--- src/rtl/hazard_scoreboard.sv ---
// hazard_scoreboard: register-dependency scoreboard beside the decode stage.
// Tracks destination tags of in-flight instructions through DEPTH slots
// (slot 0 youngest), raises a decode stall on read-after-write hazards,
// drops the youngest FLUSH_DEPTH slots on a flush, and counts stalled cycles.
// Optional feature macro: HAZARD_SCOREBOARD_FORWARD_EN
//   defined   -> stall only on load-use, live one-hot bypass selects
//   undefined -> full interlock on any tracked match, bypass selects tied to 0
module hazard_scoreboard #(
  parameter int REG_AW      = 5,
  parameter int DEPTH       = 3,
  parameter int FLUSH_DEPTH = 2
) (
  input  logic              clka,
  input  logic              rst_n,
  input  logic              id_valid,
  input  logic [REG_AW-1:0] id_rs,
  input  logic [REG_AW-1:0] id_rt,
  input  logic              id_rs_use,
  input  logic              id_rt_use,
  input  logic              id_wr,
  input  logic [REG_AW-1:0] id_rd,
  input  logic              id_is_load,
  input  logic              flush,
  output logic              stall,
  output logic [DEPTH-1:0]  fwd_rs_sel,
  output logic [DEPTH-1:0]  fwd_rt_sel,
  output logic              busy,
  output logic [15:0]       stall_cnt
);

  logic [DEPTH-1:0]  slot_vld;
  logic [REG_AW-1:0] slot_tag [DEPTH];
  logic [DEPTH-1:0]  match_rs;
  logic [DEPTH-1:0]  match_rt;
  logic [DEPTH-1:0]  kill_mask;
  logic              hazard;
  logic              rec_vld;

  // Per-slot source match; register 0 is hardwired and never a hazard.
  always_comb begin
    match_rs = '0;
    match_rt = '0;
    for (int s = 0; s < DEPTH; s++) begin
      match_rs[s] = id_rs_use & slot_vld[s] & (slot_tag[s] == id_rs) & (id_rs != '0);
      match_rt[s] = id_rt_use & slot_vld[s] & (slot_tag[s] == id_rt) & (id_rt != '0);
    end
  end

  // Slots killed by a flush, cleared before they shift one position older.
  always_comb begin
    kill_mask = '0;
    for (int s = 0; s < DEPTH; s++) begin
      kill_mask[s] = flush && (s < FLUSH_DEPTH);
    end
  end

`ifdef HAZARD_SCOREBOARD_FORWARD_EN

  logic [DEPTH-1:0] slot_ld;
  logic [DEPTH-1:0] elig_rs;
  logic [DEPTH-1:0] elig_rt;

  // Lowest-index (youngest) set bit as a one-hot vector.
  function automatic logic [DEPTH-1:0] youngest(input logic [DEPTH-1:0] m);
    logic [DEPTH-1:0] sel;
    logic             found;
    sel   = '0;
    found = 1'b0;
    for (int s = 0; s < DEPTH; s++) begin
      if (m[s] && !found) begin
        sel[s] = 1'b1;
        found  = 1'b1;
      end
    end
    return sel;
  endfunction

  // Only a load still in slot 0 cannot be bypassed; everything older can.
  always_comb begin
    hazard  = (match_rs[0] | match_rt[0]) & slot_ld[0];
    elig_rs = match_rs;
    elig_rt = match_rt;
    elig_rs[0] = match_rs[0] & ~slot_ld[0];
    elig_rt[0] = match_rt[0] & ~slot_ld[0];
    fwd_rs_sel = youngest(elig_rs);
    fwd_rt_sel = youngest(elig_rt);
  end

  // Load flag travels with its slot so the bypass knows when data is ready.
  always_ff @(posedge clka or negedge rst_n) begin
    if (!rst_n) begin
      slot_ld <= '0;
    end else begin
      slot_ld[0] <= id_is_load;
      for (int i = 1; i < DEPTH; i++) begin
        slot_ld[i] <= slot_ld[i-1];
      end
    end
  end

`else

  logic unused_is_load;

  // Full interlock: any in-flight writer of a source holds decode.
  always_comb begin
    hazard         = |(match_rs | match_rt);
    fwd_rs_sel     = '0;
    fwd_rt_sel     = '0;
    unused_is_load = id_is_load;
  end

`endif

  // Stall and entry recording; a flush discards decode instead of holding it.
  always_comb begin
    stall   = id_valid & ~flush & hazard;
    rec_vld = id_valid & id_wr & (id_rd != '0) & ~stall & ~flush;
  end

  // Slot shift register: record at slot 0, age by one, oldest retires.
  always_ff @(posedge clka or negedge rst_n) begin
    if (!rst_n) begin
      slot_vld <= '0;
      for (int i = 0; i < DEPTH; i++) begin
        slot_tag[i] <= '0;
      end
    end else begin
      slot_vld[0] <= rec_vld;
      slot_tag[0] <= id_rd;
      for (int i = 1; i < DEPTH; i++) begin
        slot_vld[i] <= slot_vld[i-1] & ~kill_mask[i-1];
        slot_tag[i] <= slot_tag[i-1];
      end
    end
  end

  // Saturating stalled-cycle counter.
  always_ff @(posedge clka or negedge rst_n) begin
    if (!rst_n) begin
      stall_cnt <= '0;
    end else if (stall && (stall_cnt != 16'hFFFF)) begin
      stall_cnt <= stall_cnt + 16'd1;
    end
  end

  assign busy = |slot_vld;

endmodule
--- config.mk ---
export PLATFORM = sky130hd
export DESIGN_NAME = hazard_scoreboard
export DESIGN_NICKNAME = d
export VERILOG_FILES = /design/src/rtl/hazard_scoreboard.sv
export SDC_FILE = /design/constraint.sdc
export NUM_CORES = 1
export LEC_CHECK = 0
export ABC_AREA = 1
export CAP_MARGIN = 20
export CORE_MARGIN = 10
export CORE_UTILIZATION = 55
export DETAILED_ROUTE_END_ITERATION = 10
export PLACE_DENSITY = 0.85
export SLEW_MARGIN = 20
export SYNTH_ARGS = -nofsm -noshare
export SYNTH_HDL_FRONTEND = slang
export SYNTH_SLANG_ARGS = --single-unit
--- constraint.sdc ---
create_clock -name clka -period 3.4 [get_ports clka]
set_clock_uncertainty 0.2 [all_clocks]
set_input_delay 0.51 -clock clka [delete_from_list [all_inputs] [get_ports clka]]
set_output_delay 0.51 -clock clka [all_outputs]
set_load 0.01 [all_outputs]
# Word level (Yosys, flattened, before mapping)
# Index checks and enable logic that the tools add are counted.
[totals]
regBits = 34
in_bits = 23
out_inout_bits = 24
word_cells = 48
[op_classes]
n_addsub = 1
n_eq_ne = 7
bitwise_logic = 29
n_reduce_logical = 6
[ops]
columns = ["operator", "count"]
rows = [
  ["== test 5 bit", 6],
  ["bitwise AND 1 bit", 26],
  ["adder 16 x 1 -> 16 bit, second input constant", 1],
  ["!= test 16 bit, second input constant", 1],
  ["nonzero test 5 bit", 3],
  ["OR reduction 3 bit", 2],
  ["bitwise OR 3 bit", 1],
  ["NOT 1 bit", 2],
  ["logical AND 1 bit", 1],
]

# Depth between registers and ports, before layout
# Gate-level depths: netlist (run 1).
[logic_depth]
word_depth = 9
ltp_mapped = 12
ltp_nobuf = 11

# Worst setup path after synthesis (run 1)
# Ideal clock, no wire load.
[synth_path]
path_type = "input -> output"
start = "in id_rt[1]"
end = "out stall"
arrival_ns = 1.170
t_required_ns = 2.690
slack_ns = 1.520
stages = 8
path_buffers = 0
cell_sequence = "inv_2 -> nand2_1 -> nand2_1 -> nor2_1 -> nand3_1 -> nand3_2 -> nand2_2 -> a21boi_1"
[synth_between]
elab_chain_cells = 6
word_cells_on_any_way = 13
classes_between = "eq/ne (3); bitwise (8); reduce/logical (2)"
[synth_lines]
columns = ["item", "line", "text"]
rows = [
  ["start, declared", "17", "input logic [REG_AW-1:0] id_rt,"],
  ["== test 5 bit", "45", "match_rt[s] = id_rt_use & slot_vld[s] & (slot_tag[s] == id_rt) & (id_rt != '0);"],
  ["bitwise AND 1 bit (2 in series)", "45", ""],
  ["bitwise OR 3 bit (*)", "107", "hazard = |(match_rs | match_rt);"],
  ["OR reduction 3 bit (*)", "107", ""],
  ["bitwise AND 1 bit (*)", "117", "stall = id_valid & ~flush & hazard;"],
  ["end, declared", "24", "output logic stall,"],
]
# Mark *: on every way between the ends. The rest lies on a longest branch, timed or not.

# Worst setup path in the final report (run 1)
[layout_path]
start = "in id_rt[4]"
end = "out stall"
# The elaborated chain is that of the path after synthesis.

==> results of run 1 <==
[per-layer routing]
metal / routed length [um] / up-vias / GRT usage
li1: - / 1070 / -
met1: 2308 / 956 / 0.1965
met2: 2395 / 96 / 0.2318
met3: 472 / 16 / 0.05078
met4: 131 / 0 / 0.05231
met5: 0 / - / 0
[power by group through the flow]
stage / combinational, mW / sequential (mW) / clock [mW]
global route: 0.131 / 0.432 / 0.337
detailed placement: 0.115 / 0.438 / 0
global placement: 0.113 / 0.437 / 0
CTS: 0.116 / 0.430 / 0.320
finish: 0.116 / 0.430 / 0.318
floorplan: 0.0605 / 0.436 / 0
[logic make-up after synthesis]
group / after synthesis / synth area share
simple gates: 218 / 0.4256
fa+ha+maj: 1 / 0.005697
flops: 34 / 0.3875
other cells: 1 / 0.001708
buf+inv: 51 / 0.1174
xor+xnor: 12 / 0.04786
compound gates: 5 / 0.01425
[worst max path at each step]
stage                   from    end  depth (start not counted)
global route        id_rt[4]  stall                         10
CTS                 id_rt[4]  stall                         10
finish              id_rt[4]  stall                         10
floorplan           id_rt[1]  stall                          8
global placement    id_rt[2]  stall                         10
detailed placement  id_rt[4]  stall                         10
[placed cells by master (no fill, tap or decap), types with 3 or more instances in the layout]
master and count:
o21ai_1 3, nor2_1 41, nand4_1 18, clkdlybuf4s50_1 39, nand2_1 130, dfrtp_1 34
clkinv_1 3, inv_2 11, xnor2_1 8, nand3_1 18, inv_1 25, clkbuf_8 6
conb_1 6, xor2_1 4
[final cells by class]
| class | instances | area share |
|---|---|---|
| multi-input combinational | 242 | 0.4152 |
| clock buffer | 6 | 0.03100 |
| sequential | 34 | 0.3194 |
| tap | 48 | 0.02255 |
| timing repair buffer | 41 | 0.1522 |
| clock inverter | 2 | 0.004697 |
| inverter | 39 | 0.05496 |
[metrics by stage]
stage	instance area [um^2]	std cells
floorplan	2215	327
global placement	2569	404
detailed placement	2569	404
CTS	2664	412
global route	2664	412
finish	2664	412
[registers in the layout, indices dropped and copies added, names as in the netlist]
signal,flops
stall_cnt,16
slot_tag,15
slot_vld,3
[worst max-delay path, cell delays in order]
cell and delay [ns]:
clkdlybuf4s50_1 0.59, inv_2 0.07, nand2_1 0.07, nand2_1 0.07
nor2_1 0.13, nand3_1 0.10, nand3_2 0.09, nand2_2 0.07
a21boi_1 0.16, clkdlybuf4s50_1 0.56
==> impl_metrics.csv, run 1 <==
group,metric,value,unit
run_status,status,"complete, no violations",
power_and_ir_drop,power.density,324.5,mW/mm^2
timing,timing.final.crit_share,0.9169,
timing,hold_viol,0,
final_layout,drive_gt1_frac,0.07967,
detailed_routing,vias,2138,
synthesis,ys_ff_latch,34,
synthesis,ys_types,27,
synthesis,yosysTopAreaCell,"dfrtp_1",
global_routing,grt_overflow,0,
timing,fmax,320.8,MHz
worst_setup_path,startpoint_type,"primary input",
global_routing,grt_max_degree,35,
detailed_routing,wl,5.307,mm
job,drv_cap,0,
clocking,cts-hold-fix-buffers,0,
detailed_routing,drcViolationCount,0,
worst_hold_path,holdPathEnd,"slot_tag[0]",
final_layout,seq_area,850.8,um^2
detailed_routing,dr.pass1.iters,5,
power_and_ir_drop,p_sw_frac,0.2726,
synthesis,synthTopCellsByArea,"dfrtp_1, nand2_1, nor2_1",
global_routing,antenna_found_initial,0,
synthesis,synth_area,0.002196,mm^2
power_and_ir_drop,power.share.combinational,0.134,
clocking,cts_tree,"built",
floorplan,io_pins,47,
detailed_routing,drt-vias-per-instance,5.189,
synthesis,yosys.area.top_type_share,0.3875,
global_routing,grt_pass1_wl,9.011,mm
power_and_ir_drop,power,0.8644,mW
worst_setup_path,endpoint_kind,"output port",
final_layout,fin_util,0.7064,
power_and_ir_drop,intPower,0.6288,mW
synthesis,ys_warn_count,0,
timing,final.setup.tns,0,ns
worst_setup_path,crit_type,"in -> out",
timing,timing.hold.ws,0.2011,ns
global_routing,grt_use_total,0.1525,
timing,finalMaxSlewViolations,0,
final_layout,diodes,0,
worst_hold_path,holdPathStages,0,
clocking,numCtsBuffers,5,
final_layout,fillers,308,
place,dpl_worst_slack,0.2878,ns
final_layout,area_delta_synth_final,21.31,%
clocking,cts.sinks,34,
worst_setup_path,r2r-start,"stall_cnt[0]",
synthesis,synth.most_common_cell,"nand2_1",
worst_hold_path,min_path_type,"reg -> reg",
final_layout,fin_nets,387,
clocking,clk_pin_slew,0.07,ns
floorplan,start_util,0.5823,
synthesis,ys_seq_area_frac,0.3875,
power_and_ir_drop,clkPwrFrac,0.368,
power_and_ir_drop,seq_power_share,0.498,
synthesis,synth_flop_cell,"dfrtp_1",
floorplan,coreArea,0.003771,mm^2
floorplan,row_count,22,
timing,layout_min_cycle_time,3.117,ns
clocking,root_buffer,"clkbuf_8",
timing,rsz0062_at_grt,"false",
detailed_routing,wl_per_cell,12.88,um
clocking,h-tree-depth,2,
worst_setup_path,crit_required,2.69,ns
synthesis,syn_area_per_cell,6.819,um^2
synthesis,synth_common_cells,"nand2_1, nor2_1, dfrtp_1",
worst_setup_path,r2r_cells,7,
clocking,post_cts_resized,0,
floorplan,die_w,83.19,um
worst_setup_path,reg2reg_setup_slack,1.18,ns
clocking,cts_setup_buffers,0,
timing,fin_ws,0.2826,ns
power_and_ir_drop,p_leak,1.364,nW
worst_setup_path,critPathMaxFanout,5,
timing,setup-violations-final,0,
place,hpwl,4.099,mm
worst_hold_path,hp-start,"slot_tag[5]",
detailed_routing,drtAntennaViolNets,0,
worst_setup_path,r2r-end,"stall_cnt[0]",
synthesis,async_reset_ff_frac,1.000,
synthesis,synth-edff-count,0,
worst_setup_path,worstPathArrival,2.41,ns
global_routing,grt_pass1_vias,1971,
final_layout,multi_input_area,0.001106,mm^2
place,numPortBuffers,39,
synthesis,netlist_instances,322,
place,finalWeightedCongestion,0.8935,
floorplan,dieArea,0.006920,mm^2
detailed_routing,drt_iter0_markers,187,
clocking,insertion_delay,0.30,ns
power_and_ir_drop,power_switching,0.2356,mW
floorplan,die_y,83.19,um
power_and_ir_drop,ir_worst_vdd,0.2935,mV
clocking,clockBufferDepth,2,
Power figures use the tool's default switching activity.
==> run 2, diff against run 1 <==
CORE_MARGIN = 1.5   (was 10)
==> impl_metrics.csv, run 2 (synthesized netlist as in run 1, its figures left out) <==
group,metric,value,unit
place,numPortBuffers,39,
job,drv_cap,0,
power_and_ir_drop,ir_worst_vdd,0.3264,mV
floorplan,dieArea,0.004380,mm^2
final_layout,postLayoutCellArea,0.002664,mm^2
place,dpl_cell_area,0.002569,mm^2
global_routing,antenna_found_initial,0,
worst_setup_path,critPathTopFamily,"buffers and inverters",
timing,setup-violations-final,0,
run_status,status,"complete, no violations",
final_layout,largest_registers,"stall_cnt (16), slot_tag (15), slot_vld (3)",
floorplan,io_pins,47,
final_layout,regMostFlops,"stall_cnt",
detailed_routing,drt_iter0_markers,226,
clocking,numCtsBuffers,5,
place,finalWeightedCongestion,0.9057,
power_and_ir_drop,p_leak,1.364,nW
worst_setup_path,worstPathArrival,2.39,ns
global_routing,grt_max_degree,35,
worst_setup_path,reg2reg_setup_slack,1.22,ns
final_layout,layout_common_cells,"nand2_1, nor2_1, clkdlybuf4s50_1, dfrtp_1, inv_1",
timing,timing.final.crit_share,0.9112,
worst_hold_path,min_path_type,"reg -> reg",
timing,fmax,322.8,MHz
worst_setup_path,critPathMaxFanout,5,
final_layout,final_common_cell,"nand2_1",
power_and_ir_drop,power.density,322.8,mW/mm^2
worst_setup_path,critical_path_buf_inv_count,3,
final_layout,fin_nets,387,
clocking,cts_tree,"built",
detailed_routing,vias,2126,
timing,layout_min_cycle_time,3.098,ns
place,hpwl,3.717,mm
timing,fin_ws,0.3019,ns
final_layout,diodes,0,
global_routing,grt_overflow,0,
clocking,cts.sinks,34,
clocking,clockBufferDepth,2,
floorplan,die_y,66.19,um
clocking,cts_setup_buffers,0,
clocking,h-tree-depth,2,
clocking,root_buffer,"clkbuf_8",
worst_setup_path,endpoint_kind,"output port",
clocking,cts-hold-fix-buffers,0,
floorplan,row_count,22,
clocking,post_cts_resized,0,
global_routing,grt_pass1_vias,1955,
detailed_routing,dr.pass1.iters,4,
detailed_routing,wl_per_cell,11.97,um
timing,rsz0062_at_grt,"false",
worst_setup_path,crit_type,"in -> out",
global_routing,grt_pass1_wl,8.431,mm
worst_setup_path,cp_cell_sequence,"clkdlybuf4s50_1 -> inv_2 -> nand2_1 -> nand2_1 -> nor2_1 -> nand3_1 -> nand3_2 -> nand2_2 -> a21boi_1 -> clkdlybuf4s50_1",
detailed_routing,drtAntennaViolNets,0,
worst_setup_path,startpoint_type,"primary input",
timing,finalMaxSlewViolations,0,
floorplan,coreArea,0.003744,mm^2
worst_setup_path,slowest_delay,0.58,ns
timing,hold_viol,0,
final_layout,drive_gt1_frac,0.07967,
timing,final.setup.tns,0,ns
worst_setup_path,crit_required,2.69,ns
detailed_routing,drcViolationCount,0,
clocking,clk_pin_slew,0.07,ns
worst_setup_path,cp_slowest_cell,"clkdlybuf4s50_1",
floorplan,start_util,0.5866,
detailed_routing,drt-vias-per-instance,5.160,
clocking,insertion_delay,0.28,ns
place,dpl_worst_slack,0.3258,ns
detailed_routing,wl,4.930,mm
final_layout,largest_reg_flops,16,
floorplan,die_w,66.19,um
global_routing,grt_use_total,0.2497,
final_layout,area_delta_synth_final,21.31,%
run 2: worst paths after layout:
path | start | end | cells after the start
worst max-delay path | id_rt[3] | stall | 10
worst min-delay path | slot_tag[5] | slot_tag[0] | 0
worst max register to register | stall_cnt[0] | stall_cnt[14] | 7
worst min register to register | slot_tag[5] | slot_tag[0] | 0
max in group asynchronous | rst_n | slot_tag[1] | 2
min in group asynchronous | rst_n | slot_vld[1] | 2
run 2: final cells by class:
class | count | area, um^2
Multi-Input combinational cell | 242 | 1106
Fill cell | 326 | 1080
Sequential cell | 34 | 850.8
Timing Repair Buffer | 41 | 405.4
Inverter | 39 | 146.4
Clock buffer | 6 | 82.58
Tap cell | 48 | 60.06
Clock inverter | 2 | 12.51
run 2: per-layer routing:
layer	up-vias	track usage	wire length, um	share of wire
li1	1071	-	-	-
met2	74	0.3813	2208	0.45
met3	10	0.04940	303	0.061
met1	971	0.3603	2352	0.48
met5	-	0	0	0
met4	0	0.06888	66	0.013
run 2: metrics by stage:
stage	utilization	hold WS [ns]	total power, mW	std cells
2_1_floorplan	-	0.01441	0.4962	327
3_3_place_gp	0.6862	0.1811	0.5496	404
3_5_place_dp	0.6862	0.1912	0.5526	404
4_1_cts	0.7116	0.2069	0.8659	412
5_1_grt	0.7116	0.2154	0.9029	412
6_report	0.7116	0.2076	0.8600	412
run 2: power by group:
group | switching, mW | total, mW | internal [mW]
logic | 0.0653 | 0.115 | 0.0494
clock network | 0.152 | 0.315 | 0.163
registers | 0.0137 | 0.431 | 0.417
